**config.mk**
```make
export PLATFORM = sky130hd
export DESIGN_NAME = lif_array
export DESIGN_NICKNAME = d
export VERILOG_FILES = /design/src/rtl/lif_array.sv
export SDC_FILE = /design/constraint.sdc
export NUM_CORES = 1
export LEC_CHECK = 0
export BUFFER_PORTS_ARGS = -buffer_cell sky130_fd_sc_hd__buf_2
export CAP_MARGIN = 10
export CORE_MARGIN = 2
export CORE_UTILIZATION = 40
export DETAILED_ROUTE_END_ITERATION = 16
export PLACE_DENSITY = 0.65
export SLEW_MARGIN = 10
export SYNTH_ARGS = -nofsm -noshare
export SYNTH_HDL_FRONTEND = slang
export SYNTH_SLANG_ARGS = --single-unit
```
**constraint.sdc**
```tcl
create_clock -name clk -period 5 [get_ports clk]
set_input_delay 0.25 -clock clk [delete_from_list [all_inputs] [get_ports clk]]
set_output_delay 0.25 -clock clk [all_outputs]
set_load 0.01 [all_outputs]
```
**src/rtl/lif_array.sv**
```systemverilog
// Array of independent leaky integrate-and-fire neurons with per-channel refractory
// timers and a saturating spike counter shared across all channels.
module lif_array #(
  parameter int WIDTH      = 8,
  parameter int CHANNELS   = 4,
  parameter int THRESHOLD  = 200,
  parameter int LEAK_SHIFT = 1,
  parameter int REFRAC     = 2,
  parameter int CNT_W      = 16
) (
  input  logic                       clk,
  input  logic                       rst_n,
  input  logic                       en,
  input  logic [CHANNELS*WIDTH-1:0]  current,
  input  logic                       clr_cnt,
  output logic [CHANNELS*WIDTH-1:0]  state,
  output logic [CHANNELS-1:0]        spike,
  output logic [CNT_W-1:0]           spike_total
);

  localparam logic [WIDTH-1:0] THRESH     = WIDTH'(THRESHOLD);
  localparam logic [3:0]       REFRAC_VAL = 4'(REFRAC);
  localparam int               PW         = $clog2(CHANNELS + 1);
  localparam int               TW         = CNT_W + PW;

  logic [CHANNELS-1:0] fire;

  genvar gi;
  generate
    for (gi = 0; gi < CHANNELS; gi++) begin : g_ch
      logic [WIDTH-1:0] state_reg;
      logic             spike_reg;
      logic [3:0]       r_reg;
      logic [WIDTH-1:0] cur;
      logic [WIDTH-1:0] leaked;
      logic [WIDTH:0]   sum;
      logic [WIDTH-1:0] clamped;

      assign cur     = current[gi*WIDTH +: WIDTH];
      assign leaked  = state_reg - (state_reg >> LEAK_SHIFT);
      assign sum     = {1'b0, leaked} + {1'b0, cur};
      assign clamped = sum[WIDTH] ? {WIDTH{1'b1}} : sum[WIDTH-1:0];
      // Firing is decided combinationally so the counter sees the same edge's spikes.
      assign fire[gi] = en && (r_reg == 4'd0) && (clamped >= THRESH);

      always_ff @(posedge clk) begin
        if (!rst_n) begin
          state_reg <= '0;
          spike_reg <= 1'b0;
          r_reg     <= 4'd0;
        end else if (en) begin
          if (r_reg != 4'd0) begin
            state_reg <= '0;
            spike_reg <= 1'b0;
            r_reg     <= r_reg - 4'd1;
          end else if (fire[gi]) begin
            state_reg <= '0;
            spike_reg <= 1'b1;
            r_reg     <= REFRAC_VAL;
          end else begin
            state_reg <= clamped;
            spike_reg <= 1'b0;
          end
        end else begin
          spike_reg <= 1'b0;
        end
      end

      assign state[gi*WIDTH +: WIDTH] = state_reg;
      assign spike[gi]                = spike_reg;
    end
  endgenerate

  logic [PW-1:0]    pop;
  logic [TW-1:0]    total_sum;
  logic [CNT_W-1:0] total_reg;
  logic [CNT_W-1:0] total_next;
  localparam logic [TW-1:0] CNT_MAX_EXT = {{PW{1'b0}}, {CNT_W{1'b1}}};

  always_comb begin
    pop = '0;
    for (int i = 0; i < CHANNELS; i++) begin
      pop = pop + PW'(fire[i]);
    end
    total_sum  = {{PW{1'b0}}, total_reg} + {{CNT_W{1'b0}}, pop};
    total_next = (total_sum > CNT_MAX_EXT) ? {CNT_W{1'b1}} : total_sum[CNT_W-1:0];
  end

  always_ff @(posedge clk) begin
    if (!rst_n || clr_cnt) begin
      total_reg <= '0;
    end else begin
      total_reg <= total_next;
    end
  end

  assign spike_total = total_reg;

endmodule

```
Word-level counts from Yosys, hierarchy flattened
Index checks and enable logic that the tools add are counted.
{"block": "classes", "n_addsub": 16, "multipliers": 0, "div": 0, "magnitude_cmp": 5, "eq_ne": 0, "shift": 0, "n_mux": 25, "bitwise": 2, "n_reduce_logical": 30}
{"op": "8-bit 2-to-1 mux", "count": 12}
{"op": "8-bit by 8-bit adder with 9-bit output", "count": 4}
{"op": "8-bit >= comparator (second input constant)", "count": 4}
{"op": "4-bit 2-to-1 mux", "count": 8}
{"op": "8-bit by 7-bit subtractor with 8-bit output", "count": 4}
{"op": "16-bit by 3-bit adder with 17-bit output", "count": 1}
{"op": "17-bit by 16-bit > comparator with 1-bit output (second input constant)", "count": 1}
{"op": "4-bit zero test", "count": 4}
{"op": "16-bit 2-to-1 mux", "count": 1}
{"op": "4-bit nonzero test", "count": 4}
{"op": "4-bit by 1-bit subtractor with 4-bit output (second input constant)", "count": 4}
{"op": "3-bit OR reduction", "count": 4}
{"op": "1-bit logical AND", "count": 8}
{"op": "2-bit AND reduction", "count": 4}
{"op": "2-bit nonzero test", "count": 4}
{"op": "1-bit 2-to-1 mux", "count": 4}
{"op": "2-bit by 1-bit adder with 3-bit output", "count": 1}
{"op": "3-bit by 1-bit adder with 3-bit output", "count": 1}
{"op": "1-bit by 1-bit adder with 2-bit output", "count": 1}
{"op": "1-bit NOT", "count": 2}
{"op": "1-bit zero test", "count": 1}
{"op": "1-bit logical OR", "count": 1}
{"block": "word_totals", "ff_bits": 68, "latchBits": 0, "mem_bits_rw": 0, "mem_bits_ro": 0, "out_inout_bits": 52, "word_cells": 91, "mem_count": 0}

Longest topological paths before layout
Gate-level depths: netlist (run 1).
{"block": "logic_depth", "ltp_word": 11, "ltp_mapped": 29}

Worst setup path before layout (run 1)
OpenSTA, ideal clock, no wires.
{"block": "synth_timing", "kind": "register -> register", "start": "register g_ch[0].state_reg[2]", "end": "register total_reg[10] (netlist: spike_total[10])", "setup_time_ns": 0.070, "arrival_time_ns": 5.193, "required_time_ns": 4.930, "path_slack_ns": -0.263, "stages_incl_launch_ff": 28, "path_buffers": 2, "period_less_slack_ns": 5.263, "cell_sequence": "dfxtp_1 inv_1 ha_1 a21o_1 a21oi_1 o21bai_1 a21oi_1 xnor2_1 ha_1 and3_1 a22oi_1 a21oi_1 or2_2 buf_2 nor2b_1 nor2_1 fa_1 inv_1 fa_1 inv_1 fa_1 and3_1 and3_1 nand2_1 nor2_1 nand3_1 clkbuf_1 a21oi_1"}
{"block": "synth_via", "elab_chain_cells": 11}
{"element": "start: declaration", "line_no": "31", "text": "logic [WIDTH-1:0] state_reg;"}
{"element": "start signal: assignment", "line_no": "61", "text": "state_reg <= clamped;"}
{"element": "8-bit by 7-bit subtractor with 8-bit output *", "line_no": "40", "text": "assign leaked = state_reg - (state_reg >> LEAK_SHIFT);"}
{"element": "8-bit by 8-bit adder with 9-bit output *", "line_no": "41", "text": "assign sum = {1'b0, leaked} + {1'b0, cur};"}
{"element": "8-bit 2-to-1 mux *", "line_no": "42", "text": "assign clamped = sum[WIDTH] ? {WIDTH{1'b1}} : sum[WIDTH-1:0];"}
{"element": "8-bit >= comparator *", "line_no": "44", "text": "assign fire[gi] = en && (r_reg == 4'd0) && (clamped >= THRESH);"}
{"element": "1-bit logical AND *", "line_no": "44"}
{"element": "named net fire[0]", "line_no": "26", "text": "logic [CHANNELS-1:0] fire;"}
{"element": "1-bit by 1-bit adder with 2-bit output *", "line_no": "83", "text": "pop = pop + PW'(fire[i]);"}
{"element": "2-bit by 1-bit adder with 3-bit output *", "line_no": "83"}
{"element": "3-bit by 1-bit adder with 3-bit output *", "line_no": "83"}
{"element": "16-bit by 3-bit adder with 17-bit output *", "line_no": "85", "text": "total_sum = {{PW{1'b0}}, total_reg} + {{CNT_W{1'b0}}, pop};"}
{"element": "17-bit by 16-bit > comparator with 1-bit output", "line_no": "86", "text": "total_next = (total_sum > CNT_MAX_EXT) ? {CNT_W{1'b1}} : total_sum[CNT_W-1:0];"}
{"element": "16-bit 2-to-1 mux *", "line_no": "86"}
{"element": "end signal: assignment", "line_no": "93", "text": "total_reg <= total_next;"}
{"element": "end: declaration", "line_no": "76", "text": "logic [CNT_W-1:0] total_reg;"}
The timed path passes the listed nets; every way through them passes the cells marked *.
A chain may end at the register's enable or synchronous reset.

Final worst setup path (run 1)
{"block": "layout_timing", "start": "register g_ch[2].state_reg[0]", "end": "register total_reg[11] (netlist: spike_total[11])"}
{"block": "layout_via", "elab_chain_cells": 10}
{"element": "start: declaration", "line_no": "31"}
{"element": "start signal: assignment", "line_no": "61"}
{"element": "8-bit by 7-bit subtractor with 8-bit output *", "line_no": "40"}
{"element": "8-bit by 8-bit adder with 9-bit output *", "line_no": "41"}
{"element": "8-bit 2-to-1 mux *", "line_no": "42"}
{"element": "8-bit >= comparator *", "line_no": "44"}
{"element": "1-bit logical AND *", "line_no": "44"}
{"element": "named net fire[2]", "line_no": "26"}
{"element": "2-bit by 1-bit adder with 3-bit output *", "line_no": "83"}
{"element": "3-bit by 1-bit adder with 3-bit output *", "line_no": "83"}
{"element": "16-bit by 3-bit adder with 17-bit output *", "line_no": "85"}
{"element": "17-bit by 16-bit > comparator with 1-bit output", "line_no": "86"}
{"element": "16-bit 2-to-1 mux *", "line_no": "86"}
Marked as above.

==> results.json, run 1 <==
{
  "initial_core_util_pct": 40.6,
  "postRouteAntennaNets": 0,
  "relSlewSlack_pct": 51.4,
  "dr_total_vias": 5301,
  "instances_no_fill": 1039,
  "antenna_cells": 0,
  "grt_max_degree": 41,
  "hold_class": "in -> reg",
  "timing.rr.start": "g_ch[2].state_reg[0]",
  "finClkSkew_ns": 0.00820,
  "coreArea_sq_um": 13800,
  "fin_crit_sh_pct": 98.6,
  "avgSynthCellArea_sq_um": 8.04,
  "yosysSeqAreaShare_pct": 24.4,
  "place.gp.congestion": 0.838,
  "r2r-end": "spike_total[11]",
  "worst_pin_slew_ns": 0.729,
  "min_from": "current[8]",
  "finalHoldViolCount": 0,
  "ioPinCount": 88,
  "cp.arrival_ns": 5.19,
  "clock.fmax_mhz": 203,
  "place_hpwl_microns": 9950,
  "cp-start-kind": "flip-flop",
  "largest_register_ffs": 32,
  "crit_path_end_kind": "flip-flop",
  "ys_ff_latch": 68,
  "wl_per_cell_microns": 13.1,
  "rows": 43,
  "antenna_found_initial": 0,
  "portBuffers": 87,
  "slew_viol_final": 0,
  "final_area_sq_um": 7430,
  "htreeDepth": 3,
  "clk_path_buf_depth": 2,
  "syn_area_sq_um": 5590,
  "synth_cell_types": 69,
  "worstHoldPathCells": 4,
  "dp.cells": 1003,
  "final_nets": 966,
  "synthFlopType": "dfxtp_1",
  "critical_path_required_ns": 5.26,
  "cts_sinks": 68,
  "drt_drc_violations_left": 0,
  "clk_pin_slew_worst_paths_ns": 0.06,
  "grt_pass1_wl_microns": 22200,
  "r2r_slack_ns": 0.07,
  "via_per_inst": 5.10,
  "crit_type": "reg -> reg",
  "setup_viol": 0,
  "firstDrtPassIters": 4,
  "area_growth_pct": 32.9,
  "synth-async-reset-ratio_pct": 0,
  "worst_hold_path.endpoint": "g_ch[1].state_reg[0]",
  "rsz0062_at_grt": "yes",
  "fin_crit_ns": 4.93,
  "die_w_microns": 122,
  "setup_ws_ns": 0.0676,
  "rr_worst_depth": 24,
  "synthCells": 695,
  "clk_latency_ns": 0.34,
  "track_usage_pct": 18.3,
  "crit_fanout": 5,
  "drive_above_1_share_pct": 32.5,
  "yosys_warnings": 0,
  "cap_violations": 0,
  "dpl_worst_slack_ns": -0.134,
  "die_area_sq_um": 14900,
  "die_y_microns": 122,
  "wirelength_microns": 13600,
  "cts_tree": "yes",
  "status": "finished, final reports clean",
  "gr-total-overflow": 0,
  "numCtsBuffers": 9,
  "clk_root_buffer_cell": "clkbuf_16",
  "cts_hold_buffers": 0,
  "final_core_util_pct": 53.9,
  "place_area_sq_um": 6640,
  "synth_nets": 807,
  "drtIter0Drc": 202,
  "synth_edf_count": 0,
  "grt_pass1_vias": 4893
}
## cells in the mapped netlist, drive strengths merged, types with 10 or more instances
cell	n	share of area [%]
a211oi	11	1.7
a21o	23	3.1
a21oi	62	5.7
clkbuf	11	1.1
dfxtp	68	24
fa	11	3.9
ha	65	15
inv	66	4.4
nand2	60	4.0
nand3	20	1.8
nor2	62	4.2
nor3	16	1.6
o21ai	43	4.3
o21bai	10	1.3
xnor2	37	5.8
xor2	17	2.7
## cell families (layout without fill, tap and decap cells)
| kind of cell | count (synthesis) | in the layout | synth area share (%) |
|---|---|---|---|
| buffers and inverters | 85 | 249 | 6.38 |
| muxes | 5 | 5 | 0.918 |
| DFF | 68 | 68 | 24.4 |
| and+or+nand+nor | 214 | 214 | 18.5 |
| AOI/OAI and AO/OA | 193 | 193 | 22.9 |
| adders and majority gates | 76 | 76 | 18.5 |
| xor gates and xnor gates | 54 | 54 | 8.46 |
## critical path: stages (launching register included)
cell	delay (ns)
dfxtp_2	0.33
inv_2	0.03
ha_2	0.19
fa_2	0.53
inv_2	0.05
fa_2	0.35
a211oi_2	0.26
nor2_1	0.09
xnor2_1	0.24
o211ai_1	0.19
a21oi_2	0.21
nand2b_4	0.16
nor2_2	0.04
fa_1	0.51
inv_2	0.05
fa_2	0.35
inv_2	0.07
fa_2	0.20
and3_4	0.18
and3_4	0.20
nand2_4	0.08
nor2_4	0.16
nand3_4	0.11
buf_6	0.16
a21oi_1	0.12
## worst max-delay path by stage
stage / cells after the start / start / to / slack [ns]
floorplan: 27 / g_ch[0].state_reg[0] / spike_total[10] / 0.02
global placement: 25 / g_ch[0].state_reg[2] / spike_total[14] / -0.07
detailed placement: 25 / g_ch[0].state_reg[2] / spike_total[14] / -0.13
CTS: 24 / g_ch[0].state_reg[0] / spike_total[10] / 0.01
global route: 26 / g_ch[2].state_reg[0] / spike_total[12] / -0.17
finish: 24 / g_ch[2].state_reg[0] / spike_total[11] / 0.07
## routing by layer
layer	up-vias	global-route usage (%)	routed length [microns]
met5	-	0	0
met4	0	3.81	50
met1	2420	24.8	6520
li1	2775	-	-
met2	100	29.5	6480
met3	6	4.59	586
## repair_timing
| item | in CTS | in global routing |
|---|---|---|
| endpoints found under the setup margin | 16 | 16 |
| cloned | 0 | 0 |
| pin swaps | 15 | 52 |
| resized for setup | 25 | 57 |
| buffers inserted | 7 | 13 |
## cells in the final DEF, fill, tap and decap left out, types with 6 or more instances in the layout
| cell type | netlist | layout |
|---|---|---|
| fa_2 | 0 | 6 |
| a211oi_1 | 9 | 6 |
| a21oi_2 | 2 | 19 |
| o21bai_1 | 10 | 10 |
| ha_1 | 65 | 58 |
| xor2_1 | 17 | 17 |
| nand3_1 | 20 | 17 |
| a21oi_1 | 60 | 43 |
| inv_2 | 0 | 8 |
| xnor2_1 | 37 | 35 |
| clkbuf_16 | 0 | 9 |
| buf_2 | 2 | 87 |
| nor2_1 | 62 | 55 |
| o21ai_0 | 36 | 33 |
| nand4_1 | 8 | 8 |
| o21ai_2 | 6 | 10 |
| buf_4 | 4 | 75 |
| nor3_1 | 14 | 13 |
| nand2_1 | 60 | 58 |
| dfxtp_1 | 68 | 63 |
| a21o_1 | 23 | 23 |
| a22o_1 | 6 | 6 |
| inv_1 | 66 | 58 |
## per-stage QoR
stage / setup TNS (ns) / hold WS, ns
2_1_floorplan: 0 / 0.439
3_3_place_gp: -0.645 / 0.471
3_5_place_dp: -1.31 / 0.474
4_1_cts: 0 / 0.277
5_1_grt: -2.44 / 0.303
6_report: 0 / 0.288
## final cells by class
class / instances / area (sq um)
Fill cell: 1310 / 6350
Multi-Input combinational cell: 542 / 4220
Sequential cell: 68 / 1370
Timing Repair Buffer: 167 / 1050
Inverter: 66 / 248
Clock buffer: 10 / 239
Tap cell: 180 / 225
Clock inverter: 6 / 71.3
Power of run 1 is not shown: default switching activity piles up to over one toggle a cycle in this logic, so the estimate is an artifact.
==> inputs of run 2 (changes only) <==
==> constraint.sdc (replaced) <==
create_clock -name clk -period 5 [get_ports clk]
set_input_delay 1 -clock clk [delete_from_list [all_inputs] [get_ports clk]]
set_output_delay 1 -clock clk [all_outputs]
set_load 0.01 [all_outputs]
==> run 2 against run 1 <==
Global-route usage fell by 0.24 points. Worst hold slack better by 0.19 ns. First-iteration DRC count increased by 21%. Sequential share of layout area up 0.13 points. Register-to-register slack better by 0.03 ns. Sequential cell count unchanged. Die area unchanged. Critical endpoint is now spike_total[12].
==> results.json, run 2 (synthesis gave the netlist of run 1 again) <==
{
  "postRouteAntennaNets": 0,
  "rsz0062_at_grt": "yes",
  "drt_drc_violations_left": 0,
  "coreArea_sq_um": 13800,
  "cts_tree": "yes",
  "dr_total_vias": 5292,
  "die_w_microns": 122,
  "wl_per_cell_microns": 12.9,
  "worst_pin_slew_ns": 0.753,
  "gr-total-overflow": 0,
  "drtIter0Drc": 244,
  "final_area_sq_um": 7390,
  "htreeDepth": 3,
  "cp.arrival_ns": 5.16,
  "numCtsBuffers": 9,
  "hold_class": "reg -> reg",
  "clk_pin_slew_worst_paths_ns": 0.06,
  "clk_path_buf_depth": 2,
  "clk_root_buffer_cell": "clkbuf_16",
  "top_usage_layer": "met2",
  "rows": 43,
  "wirelength_microns": 13400,
  "final_nets": 963,
  "grt_pass1_vias": 4936,
  "track_usage_pct": 18.1,
  "r2r_slack_ns": 0.10,
  "final_common_cell": "buf_2",
  "antenna_found_initial": 0,
  "via_per_inst": 5.11,
  "clock.fmax_mhz": 204,
  "setup_viol": 0,
  "clk_latency_ns": 0.34,
  "gr-usage-met2_pct": 30.4,
  "drive_above_1_share_pct": 30.8,
  "fin_crit_sh_pct": 98.0,
  "antenna_cells": 0,
  "place_area_sq_um": 6650,
  "cap_violations": 0,
  "crit_path_end_kind": "flip-flop",
  "critical_path_required_ns": 5.26,
  "gr-usage-met1_pct": 23.3,
  "finClkSkew_ns": 0.00751,
  "grt_pass1_wl_microns": 21800,
  "die_area_sq_um": 14900,
  "cp-start-kind": "flip-flop",
  "portBuffers": 87,
  "cts_sinks": 68,
  "crit_fanout": 7,
  "grt.met3_usage_pct": 4.35,
  "mostFrequentLayoutCells": "buf_2, buf_4, dfxtp_1",
  "status": "finished, final reports clean",
  "initial_core_util_pct": 40.6,
  "grt_max_degree": 41,
  "largest_register_ffs": 32,
  "relSlewSlack_pct": 49.8,
  "ioPinCount": 88,
  "area_growth_pct": 32.2,
  "cts_hold_buffers": 0,
  "die_y_microns": 122,
  "fin_crit_ns": 4.90,
  "crit_type": "reg -> reg",
  "finalHoldViolCount": 0,
  "place.gp.congestion": 0.845,
  "slew_viol_final": 0,
  "place_hpwl_microns": 9810,
  "firstDrtPassIters": 4
}
[run 2: worst paths after layout]
check | from | to | depth (start not counted)
max | g_ch[0].state_reg[1] | spike_total[12] | 27
min | g_ch[1].state_reg[0] | g_ch[1].state_reg[0] | 2
max reg2reg | g_ch[0].state_reg[1] | spike_total[12] | 27
min reg2reg | g_ch[1].state_reg[0] | g_ch[1].state_reg[0] | 2
[run 2: what timing repair did]
| action | 4_1_cts | 5_1_grt |
|---|---|---|
| setup buffers | 5 | 10 |
| gates resized for setup | 21 | 49 |
| setup endpoints to repair | 16 | 16 |
| pin swaps | 12 | 43 |
| hold endpoints to repair | 0 | 0 |
[run 2: cell type report]
| type | instances | area (sq um) |
|---|---|---|
| clock buffers | 9 | 225 |
| well taps | 180 | 225 |
| clock inverters | 7 | 105 |
| repair buffers | 164 | 1030 |
| fillers | 1353 | 6390 |
| inverters | 66 | 248 |
| flip-flops and latches | 68 | 1370 |
| multi-input cells | 542 | 4180 |
[run 2: critical path, stage by stage, from the launching register on]
cell      delay (ns)
dfxtp_4         0.37
ha_4            0.17
fa_2            0.34
inv_2           0.05
a21o_1          0.11
a21oi_2         0.06
o21bai_1        0.15
a21oi_1         0.10
xnor2_1         0.13
ha_1            0.32
buf_6           0.14
a211oi_4        0.24
a22oi_2         0.10
o311ai_2        0.10
nor2b_4         0.23
nor2_4          0.05
fa_1            0.52
inv_1           0.06
fa_2            0.33
inv_2           0.07
fa_2            0.19
and3_4          0.18
and3_4          0.21
nand2_4         0.08
nor2_4          0.12
nand3_2         0.11
buf_6           0.16
a21oi_2         0.12
[run 2: through the flow]
stage / hold WS [ns] / instances / setup slack [ns] / setup TNS (ns) / utilization, %
2_1_floorplan: 0.457 / 695 / 0.0168 / 0 / -
3_3_place_gp: 0.470 / 1005 / -0.106 / -0.901 / 48.3
3_5_place_dp: 0.477 / 1005 / -0.134 / -1.36 / 48.3
4_1_cts: 0.485 / 1026 / 0.00971 / 0 / 51.6
5_1_grt: 0.515 / 1036 / -0.180 / -2.26 / 53.6
6_report: 0.476 / 1036 / 0.102 / 0 / 53.6
[run 2: routing by layer]
metal / wire, microns / up-vias
met5: 0 / -
met4: 133 / 0
met3: 568 / 13
met2: 6280 / 90
met1: 6410 / 2426
li1: - / 2763
Power of run 2 is left out for the same reason.
==> inputs of run 3 (changes only) <==
--- a/config.mk
+++ b/config.mk
@@ -10,7 +10,7 @@
 export CORE_MARGIN = 2
 export CORE_UTILIZATION = 40
 export DETAILED_ROUTE_END_ITERATION = 16
-export PLACE_DENSITY = 0.65
+export PLACE_DENSITY = 0.7
 export SLEW_MARGIN = 10
 export SYNTH_ARGS = -nofsm -noshare
 export SYNTH_HDL_FRONTEND = slang
==> run 3 against run 2 <==
Sequential share of layout area down 0.20 points. Largest cell class unchanged. Worst hold slack better by 0.0025 ns. First-iteration DRC count down 25%. Final area up 1.4%. Global-route usage about the same. Fmax up 0.92%. Via count up 0.57%. Register-to-register slack better by 0.04 ns. Clock skew about the same. Clock-buffer cell count up 1. Routed wire length up 1.3%.
==> results.json, run 3 (synthesis gave the netlist of run 1 again) <==
{
  "cp-start-kind": "flip-flop",
  "ioPinCount": 88,
  "r2r-end": "spike_total[8]",
  "firstDrtPassIters": 4,
  "die_w_microns": 122,
  "finalHoldViolCount": 0,
  "drt_drc_violations_left": 0,
  "place.gp.congestion": 0.851,
  "fin_crit_sh_pct": 97.1,
  "worst_pin_slew_ns": 0.844,
  "crit_fanout": 3,
  "fin_crit_ns": 4.85,
  "worst_hold_path.endpoint": "g_ch[1].state_reg[0]",
  "coreArea_sq_um": 13800,
  "final_nets": 961,
  "hold_class": "reg -> reg",
  "worstHoldPathCells": 2,
  "wirelength_microns": 13600,
  "initial_core_util_pct": 40.6,
  "portBuffers": 87,
  "rows": 43,
  "die_y_microns": 122,
  "cts_hold_buffers": 0,
  "final_core_util_pct": 54.4,
  "dr_total_vias": 5322,
  "antenna_cells": 0,
  "timing.rr.start": "g_ch[2].state_reg[0]",
  "drtIter0Drc": 184,
  "final_common_cell": "buf_2",
  "setup_viol": 0,
  "area.sequential_sq_um": 1380,
  "htreeDepth": 3,
  "cap_violations": 0,
  "finClkSkew_ns": 0.00762,
  "clk_root_buffer_cell": "clkbuf_16",
  "min_from": "g_ch[1].state_reg[0]",
  "place_hpwl_microns": 9720,
  "track_usage_pct": 18.0,
  "clock.fmax_mhz": 206,
  "grt_max_degree": 31,
  "largest_register_ffs": 32,
  "antenna_found_initial": 0,
  "die_area_sq_um": 14900,
  "dpl_worst_slack_ns": -0.127,
  "critical_path_required_ns": 5.19,
  "grt_pass1_wl_microns": 22100,
  "cts_sinks": 68,
  "place_area_sq_um": 6650,
  "via_per_inst": 5.15,
  "r2r_slack_ns": 0.15,
  "nFillCells": 1343,
  "area_growth_pct": 34.0,
  "drive_above_1_share_pct": 33.7,
  "clk_latency_ns": 0.33,
  "rr_worst_depth": 26,
  "postRouteAntennaNets": 0,
  "clk_pin_slew_worst_paths_ns": 0.06,
  "rsz0062_at_grt": "yes",
  "numCtsBuffers": 9,
  "status": "finished, final reports clean",
  "cts_tree": "yes",
  "wl_per_cell_microns": 13.1,
  "grt_pass1_vias": 4984,
  "tns_ns": 0,
  "setup_ws_ns": 0.146,
  "final_area_sq_um": 7490,
  "gr-total-overflow": 0,
  "multi_input_area_sq_um": 4310,
  "slew_viol_final": 0,
  "cp.arrival_ns": 5.04,
  "clk_path_buf_depth": 2,
  "crit_type": "reg -> reg",
  "relSlewSlack_pct": 43.7,
  "crit_path_end_kind": "flip-flop",
  "mostFrequentLayoutCells": "buf_2, buf_4, inv_1"
}
[run 3: cell types whose count changed in the layout (fill, tap and decap cells not counted), moves of 5 or more]
cell | before | now
ha_1 | 60 | 53
a21oi_1 | 45 | 36
ha_2 | 1 | 6
a21oi_2 | 17 | 25
[run 3: layer usage]
metal  wire length [microns]  up-vias  global-route usage, %
met4                     157        0                   4.96
li1                        -     2759                      -
met5                       0        -                      0
met1                    6400     2489                   23.0
met2                    6660       62                   31.8
met3                     352       12                   2.48
[run 3: layout make-up]
class                   count  share of cell area [%]
multi-input cells         542                    57.5
flip-flops and latches     68                    18.4
repair buffers            162                    13.6
inverters                  66                    3.31
clock buffers              10                    3.19
well taps                 180                    3.01
clock inverters             6                   0.969
[run 3: worst max-delay path by stage]
stage                              start  slack (ns)         endpoint  depth (start not counted)
floorplan           g_ch[0].state_reg[0]        0.02  spike_total[10]                         27
global placement             current[16]       -0.05  spike_total[13]                         22
detailed placement           current[16]       -0.13  spike_total[12]                         22
CTS                 g_ch[2].state_reg[0]       0.001  spike_total[11]                         28
global route        g_ch[0].state_reg[0]       -0.09  spike_total[10]                         29
finish              g_ch[2].state_reg[0]        0.15   spike_total[8]                         26
[run 3: per-stage QoR]
stage / cells / hold WS (ns)
after floorplan: 695 / 0.457
after global placement: 1005 / 0.475
after detailed placement: 1005 / 0.470
after CTS: 1025 / 0.480
after global routing: 1034 / 0.502
final: 1034 / 0.479
[run 3: what timing repair did]
item                                    CTS  global route
cloned                                    0             1
setup buffers                             4             8
resized for setup                        15            89
pin swaps                                 7            42
endpoints found under the setup margin   15            16
[run 3: critical path: stages, from the launching register on]
cell and delay (ns):
dfxtp_2 0.33, inv_2 0.04, ha_4 0.15, fa_2 0.33, inv_1 0.06, a21o_1 0.14, a21oi_2 0.08, xnor2_1 0.13
ha_1 0.38, nand4_1 0.14, buf_4 0.17, and3b_1 0.19, o211ai_1 0.27, a21oi_2 0.10, nand2b_4 0.16, nor2_4 0.12
fa_1 0.42, inv_1 0.08, fa_2 0.19, inv_2 0.04, fa_2 0.34, and3_4 0.16, and3_4 0.18, buf_4 0.13
nand3_1 0.09, xor2_1 0.19, a21oi_2 0.07
Power of run 3 is left out for the same reason.
